$ cat src/rtl/jk_updown_counter_if.sv
// Control and observation bundle for the JK-flop mod-N up/down counter.
// The master side drives count controls; the slave side is the counter itself.
interface jk_updown_counter_if #(
   parameter int WIDTH = 4
);
   logic             En;
   logic             Up;
   logic             Load;
   logic [WIDTH-1:0] D;
   logic [WIDTH-1:0] Q;
   logic [WIDTH-1:0] Jv;
   logic [WIDTH-1:0] Kv;
   logic             Tc;
   logic             Ovf;

   modport master (
      output En, Up, Load, D,
      input  Q, Jv, Kv, Tc, Ovf
   );

   modport slave (
      input  En, Up, Load, D,
      output Q, Jv, Kv, Tc, Ovf
   );
endinterface

$ cat src/rtl/jk_updown_counter.sv
// Mod-N up/down counter built from a bank of JK flops; exports the per-bit
// J/K excitation so the flop bank can be checked against the count state.
module jk_updown_counter #(
   parameter int WIDTH   = 4,
   parameter int MODULUS = 10
) (
   input  logic                 Clk,
   input  logic                 Resetn,
   jk_updown_counter_if.slave   bus
);

   if (MODULUS < 2 || MODULUS > (1 << WIDTH)) begin : g_bad_modulus
      $error("jk_updown_counter: MODULUS must lie in 2..2**WIDTH");
   end

   localparam logic [WIDTH-1:0] MAX_VAL = WIDTH'(MODULUS - 1);
   localparam logic [WIDTH:0]   MOD_EXT = (WIDTH+1)'(MODULUS);

   logic [WIDTH-1:0] q_q;
   logic [WIDTH-1:0] n_d;
   logic [WIDTH-1:0] jv_d;
   logic [WIDTH-1:0] kv_d;
   logic             ovf_q;
   logic             ovf_d;
   logic             tc_d;

   // Terminal count marks the cycle whose edge will wrap the count.
   always_comb begin
      tc_d = 1'b0;
      if (bus.En && !bus.Load) begin
         tc_d = bus.Up ? (q_q == MAX_VAL) : (q_q == '0);
      end
   end

   // Target value for the next edge; load clamps out-of-range data.
   always_comb begin
      n_d = q_q;
      if (bus.Load) begin
         n_d = ({1'b0, bus.D} < MOD_EXT) ? bus.D : MAX_VAL;
      end else if (bus.En && bus.Up) begin
         n_d = (q_q == MAX_VAL) ? '0 : q_q + WIDTH'(1);
      end else if (bus.En) begin
         n_d = (q_q == '0) ? MAX_VAL : q_q - WIDTH'(1);
      end
   end

   // Minimal excitation with don't-cares forced to 0: set only on 0->1,
   // clear only on 1->0, so a hold produces all-zero J and K.
   always_comb begin
      jv_d = ~q_q & n_d;
      kv_d = q_q & ~n_d;
   end

   // Sticky wrap flag; a load always wins over a coincident wrap.
   always_comb begin
      ovf_d = ovf_q;
      if (bus.Load) begin
         ovf_d = 1'b0;
      end else if (tc_d) begin
         ovf_d = 1'b1;
      end
   end

   // JK flop bank, full truth table including toggle on J=K=1.
   always_ff @(posedge Clk or negedge Resetn) begin
      if (!Resetn) begin
         q_q <= '0;
      end else begin
         for (int i = 0; i < WIDTH; i++) begin
            case ({jv_d[i], kv_d[i]})
               2'b10:   q_q[i] <= 1'b1;
               2'b01:   q_q[i] <= 1'b0;
               2'b11:   q_q[i] <= ~q_q[i];
               default: q_q[i] <= q_q[i];
            endcase
         end
      end
   end

   always_ff @(posedge Clk or negedge Resetn) begin
      if (!Resetn) begin
         ovf_q <= 1'b0;
      end else begin
         ovf_q <= ovf_d;
      end
   end

   assign bus.Q   = q_q;
   assign bus.Jv  = jv_d;
   assign bus.Kv  = kv_d;
   assign bus.Tc  = tc_d;
   assign bus.Ovf = ovf_q;

endmodule

$ cat src/flat_wrapper.sv
// flat-port wrapper written by rule: the top's interface ports become plain ports
module jk_updown_counter_flat 
#(
   parameter int WIDTH   = 4,
   parameter int MODULUS = 10
)
  (Clk, Resetn, bus_En, bus_Up, bus_Load, bus_D, bus_Q, bus_Jv, bus_Kv, bus_Tc, bus_Ovf);
  jk_updown_counter_if #(.WIDTH(WIDTH)) bus_i ();
  input  logic Clk;
  input  logic Resetn;
  input wire logic [$bits(bus_i.En)-1:0] bus_En;
  input wire logic [$bits(bus_i.Up)-1:0] bus_Up;
  input wire logic [$bits(bus_i.Load)-1:0] bus_Load;
  input wire logic [$bits(bus_i.D)-1:0] bus_D;
  output wire logic [$bits(bus_i.Q)-1:0] bus_Q;
  output wire logic [$bits(bus_i.Jv)-1:0] bus_Jv;
  output wire logic [$bits(bus_i.Kv)-1:0] bus_Kv;
  output wire logic [$bits(bus_i.Tc)-1:0] bus_Tc;
  output wire logic [$bits(bus_i.Ovf)-1:0] bus_Ovf;
  assign bus_i.En = bus_En;
  assign bus_i.Up = bus_Up;
  assign bus_i.Load = bus_Load;
  assign bus_i.D = bus_D;
  assign bus_Q = bus_i.Q;
  assign bus_Jv = bus_i.Jv;
  assign bus_Kv = bus_i.Kv;
  assign bus_Tc = bus_i.Tc;
  assign bus_Ovf = bus_i.Ovf;
  jk_updown_counter #(.WIDTH(WIDTH), .MODULUS(MODULUS)) u_core (.Clk(Clk), .Resetn(Resetn), .bus(bus_i));
endmodule
$ cat config.mk
export PLATFORM = sky130hd
export DESIGN_NAME = jk_updown_counter_flat
export DESIGN_NICKNAME = d
export VERILOG_FILES = /design/src/rtl/jk_updown_counter_if.sv /design/src/rtl/jk_updown_counter.sv /design/src/flat_wrapper.sv
export SDC_FILE = /design/constraint.sdc
export NUM_CORES = 1
export LEC_CHECK = 0
export ABC_AREA = 1
export CAP_MARGIN = 20
export CORE_UTILIZATION = 35
export DETAILED_ROUTE_END_ITERATION = 10
export DONT_BUFFER_PORTS = 1
export GPL_ROUTABILITY_DRIVEN = 0
export GPL_TIMING_DRIVEN = 0
export SYNTH_ARGS = -nofsm -noshare
export SYNTH_HDL_FRONTEND = slang
export SYNTH_SLANG_ARGS = --single-unit
export TNS_END_PERCENT = 1
$ cat constraint.sdc
create_clock -name Clk -period 2.75 [get_ports Clk]
set_clock_uncertainty 0.1 [all_clocks]
set_input_delay 0.825 -clock Clk [delete_from_list [all_inputs] [get_ports Clk]]
set_output_delay 0.825 -clock Clk [all_outputs]
set_load 0.02 [all_outputs]
Word-level counts from Yosys, hierarchy flattened
Index checks and enable logic that the tools add are counted.
{ "classes": {"bitwise": 8, "reduce_logical": 9, "addsub": 2, "order_cmp": 1, "mux": 14, "eq_ne": 13} }
{ "op_table": {"columns": ["cell", "count"], "rows": [
  ["two-way mux 4 bit", 6],
  ["== test 2 bit (second input constant)", 8],
  ["case mux 1 bit (3 select lines)", 4],
  ["nonzero test 3 bit", 4],
  ["bitwise AND 4 bit", 2],
  ["== test 2 x 1 -> 1 bit (second input constant)", 4],
  ["inverter 4 bit", 2],
  ["adder 4 x 1 -> 4 bit (second input constant)", 1],
  ["== test 4 bit (second input constant)", 1],
  ["zero test 4 bit", 1],
  ["less-than comparator 4 bit (second input constant)", 1],
  ["two-way mux 1 bit", 4],
  ["inverter 1 bit", 4],
  ["subtractor 4 x 1 -> 4 bit (second input constant)", 1],
  ["logical AND 1 bit", 2],
  ["nonzero test 2 bit", 1],
  ["zero test 1 bit", 1]
]} }
{ "totals": {"output_inout_bits": 14, "in_bits": 9, "word_cells": 52, "reg_bits": 5} }

Logic depth before layout (Yosys ltp)
{ "depth": {"ltp_word": 9, "mapped_depth": 11, "ltp_nobuf": 11} }

Least setup slack after synthesis
OpenSTA, ideal clock, no wires.
{ "synth_path": {"kind": "input to output", "startpoint": "input bus_En", "endpoint": "output bus_Kv[1]", "t_required_ns": 1.825, "arrival_time_ns": 1.782, "path_stages": 9, "slack_ns": 0.043, "path_buffers": 1, "cell_sequence": "buf_6 -> nand2_1 -> inv_1 -> a21oi_1 -> o21ai_0 -> o211ai_1 -> nand2_1 -> inv_1 -> ha_1"} }
{ "synth_via": {"elab_chain_cells": 5, "word_cells_on_any_way": 6, "cone_classes": "3 x mux; 2 x bitwise; 1 x reduce/logical"} }
{ "synth_rtl": {"columns": ["item", "line", "rtl"], "rows": [
  ["start, declared", "flat_wrapper.sv:11", "input wire logic [$bits(bus_i.En)-1:0] bus_En;"],
  ["two-way mux 4 bit or logical AND 1 bit (tied branches)", "jk_updown_counter.sv:42, jk_updown_counter.sv:40", null],
  ["two-way mux 4 bit *", "jk_updown_counter.sv:40", "end else if (bus.En && bus.Up) begin"],
  ["two-way mux 4 bit *", "jk_updown_counter.sv:38", "if (bus.Load) begin"],
  ["inverter 4 bit *", "jk_updown_counter.sv:51", "kv_d = q_q & ~n_d;"],
  ["bitwise AND 4 bit *", "jk_updown_counter.sv:51", null],
  ["end, declared", "flat_wrapper.sv:17", "output wire logic [$bits(bus_i.Kv)-1:0] bus_Kv;"]
]} }
Every way passes the cells marked *; elsewhere a longest branch is shown, timed or not.

Final worst setup path
{ "layout_path": {"startpoint": "register u_core.q_q[1] (netlist: u_core.bus.Q[1])", "endpoint": "output bus_Jv[2]"} }
{ "layout_via": {"elab_chain_cells": 6, "word_cells_on_any_way": 10, "cone_classes": "2 x add/sub; 1 x eq/ne; 5 x mux; 1 x bitwise; 1 x reduce/logical"} }
{ "layout_rtl": {"columns": ["item", "line", "rtl"], "rows": [
  ["start, declared", "jk_updown_counter.sv:19", "logic [WIDTH-1:0] q_q;"],
  ["start signal, assigned by index", "jk_updown_counter.sv:73", "2'b11: q_q[i] <= ~q_q[i];"],
  ["start signal, assigned by index", "jk_updown_counter.sv:74", "default: q_q[i] <= q_q[i];"],
  ["subtractor 4 x 1 -> 4 bit or zero test 4 bit (tied branches)", "jk_updown_counter.sv:43", "n_d = (q_q == '0) ? MAX_VAL : q_q - WIDTH'(1);"],
  ["two-way mux 4 bit", "jk_updown_counter.sv:43", null],
  ["two-way mux 4 bit", "jk_updown_counter.sv:42", "end else if (bus.En) begin"],
  ["two-way mux 4 bit *", "jk_updown_counter.sv:40", null],
  ["two-way mux 4 bit *", "jk_updown_counter.sv:38", null],
  ["bitwise AND 4 bit *", "jk_updown_counter.sv:50", "jv_d = ~q_q & n_d;"],
  ["end, declared", "flat_wrapper.sv:16", "output wire logic [$bits(bus_i.Jv)-1:0] bus_Jv;"]
]} }
Marks and branches as above.

==> impl_metrics.env <==
export IMPL_status="finished clean"
export IMPL_final_nets=116
export IMPL_hold_path_class="in2async"
export IMPL_grt_pass1_vias=522
export IMPL_critPathMaxFanout=6
export IMPL_syn_inst=87
export IMPL_ant_nets=0
export IMPL_initial_utilization=0.389
export IMPL_final_min_clock_period_ns=2.72
export IMPL_layout_commonest_cell="nand2_1"
export IMPL_cellPowerDensity_nw_per_um2=1190
export IMPL_setup_viol=0
export IMPL_final_cell_mix="22 x nand2_1, 7 x inv_1, 7 x nand3_1, 7 x o21ai_0"
export IMPL_path_class="reg2out"
export IMPL_setup_slack_ns=0.0330
export IMPL_whs_ns=0.181
export IMPL_vias=571
export IMPL_max_vdd_ir_drop_v=0.000644
export IMPL_drc_errors=0
export IMPL_syn_area_um2=613
export IMPL_rsz0062_at_grt="yes"
export IMPL_numClockSinks=5
export IMPL_fin_util=0.493
export IMPL_worstPathArrival_ns=1.79
export IMPL_stdcell_count=112
export IMPL_antenna_found_initial=0
export IMPL_startpoint_type="flop"
export IMPL_syn_to_final_growth_pct=26.7
export IMPL_place_hpwl_um=1060
export IMPL_diodes=0
export IMPL_slew_violations=0
export IMPL_die_w_um=43.9
export IMPL_clk_pin_slew_ns=0.04
export IMPL_clockBufferDepth=2
export IMPL_fin_crit_sh=0.988
export IMPL_endpoint_kind="primary output"
export IMPL_nFillCells=157
export IMPL_critPathRequiredTime_ns=1.83
export IMPL_ys_seq_area_frac=0.204
export IMPL_dpl_cell_count=103
export IMPL_grt_pass1_wl_um=2350
export IMPL_io_buffer_count=0
export IMPL_grt_remaining_overflow=0
export IMPL_core_area_um2=1580
export IMPL_cts_hold_buf=0
export IMPL_grt_usage=0.167
export IMPL_drt_iter0_drc=13
export IMPL_ys_types=19
export IMPL_setup_tns_ns=0
export IMPL_boundaryPins=23
export IMPL_max_slew_margin=0.796
export IMPL_yosysWarnings=0
export IMPL_pre_cts_ws_ns=-0.115
export IMPL_grt_max_degree=11
export IMPL_wire_per_inst_um=12.5
export IMPL_dr_pass1_iters=4
export IMPL_syn_avg_cell_area_um2=7.05
export IMPL_row_count=14
export IMPL_ys_ff_latch=5
export IMPL_htreeDepth=1
export IMPL_root_buffer="clkbuf_4"
export IMPL_finalWirelength_um=1400
export IMPL_maxCapViolCount=0
export IMPL_leakage_uw=0.000402
export IMPL_syn_nets=106
export IMPL_worst_pin_slew_ns=0.307
export IMPL_clkLatencyLatePin_ns=0.24
export IMPL_fp_dieArea_um2=1920
export IMPL_drive_above_1_share=0.406
export IMPL_cts_tree="built"
export IMPL_hold_viol_final=0
export IMPL_numCtsBuffers=3
export IMPL_die_h_um=43.9
export IMPL_via_per_inst=5.10
export IMPL_max_freq_mhz=368
-- worst max-delay path: stages, from the launching register on --
cell and delay (ns):
dfrtp_2 0.48, buf_6 0.17, nor2_4 0.04, buf_4 0.14, nand3_1 0.09, nand3_2 0.08, a32oi_2 0.28, inv_2 0.08
ha_4 0.19
-- registers in the layout (all words and copies together) (netlist names) --
| register | cells |
|---|---|
| u_core.bus.Q | 4 |
| u_core.bus.Ovf | 1 |
-- worst paths after layout --
kind / start / endpoint / slack [ns] / depth (start not counted)
max: u_core.bus.Q[1] / bus_Jv[2] / 0.03 / 8
min: Resetn / u_core.bus.Q[3] / 0.18 / 0
min reg2reg: u_core.bus.Ovf / u_core.bus.Ovf / 0.56 / 2
max in group asynchronous: Resetn / u_core.bus.Q[1] / 2.29 / 0
min in group Clk: u_core.bus.Ovf / u_core.bus.Ovf / 0.56 / 2
max reg2reg: u_core.bus.Q[1] / u_core.bus.Q[2] / 0.79 / 10
-- final cells by class --
| type | count | area [µm²] | share of cell area |
|---|---|---|---|
| Buffer | 3 | 30.0 | 0.0386 |
| Clock buffer | 4 | 26.3 | 0.0338 |
| Inverter | 13 | 48.8 | 0.0628 |
| Multi-Input combinational cell | 66 | 484 | 0.623 |
| Sequential cell | 5 | 130 | 0.167 |
| Tap cell | 16 | 20.0 | 0.0258 |
| Timing Repair Buffer | 5 | 37.5 | 0.0483 |
-- power by group --
| part | internal, µW | total (µW) | switching (µW) |
|---|---|---|---|
| sequential | 115 | 233 | 118 |
| clock | 54.6 | 81.7 | 27.0 |
| combinational | 260 | 607 | 347 |
-- repair_timing --
action	4_1_cts	5_1_grt
endpoints found under the setup margin	4	7
pin swaps	1	4
buffers inserted	0	5
resized for setup	8	18
-- per-layer routing --
layer	share of wire	GRT usage	wire (µm)
met1	0.44	0.222	614
met2	0.51	0.254	719
met3	0.046	0.0333	65
met4	0	0.0909	0
met5	0	0	0
-- Yosys cell counts --
library cell | instances | area, µm²
nand2_1 | 24 | 90.1
inv_1 | 11 | 41.3
ha_1 | 10 | 125
nand3_1 | 8 | 40.0
o21ai_0 | 7 | 35.0
dfrtp_1 | 5 | 125
a21oi_1 | 3 | 15.0
nand3_2 | 3 | 30.0
buf_6 | 2 | 22.5
inv_2 | 2 | 7.51
nand2_2 | 2 | 12.5
nor2_1 | 2 | 7.51
nor2_4 | 2 | 22.5
a32oi_1 | 1 | 8.76
clkbuf_2 | 1 | 5.00
nand4_1 | 1 | 6.26
nor2_2 | 1 | 6.26
o211ai_1 | 1 | 7.51
o21ai_1 | 1 | 5.00
-- through the flow --
step / cell area [µm²] / power [µW]
floorplan: 613 / 620
detailed placement: 633 / 702
global placement: 633 / 693
finish: 777 / 922
global route: 777 / 1020
CTS: 689 / 815
-- logic make-up (layout without fill, tap and decap cells) --
kind of cell	Yosys count	in the layout	synth area share
buffers and inverters	16	25	0.124
adder cells (fa/ha/maj)	10	10	0.204
AO/OA/AOI/OAI	13	13	0.116
AND/OR/NAND/NOR	43	43	0.351
flip-flops	5	5	0.204
Power figures use the tool's default switching activity.
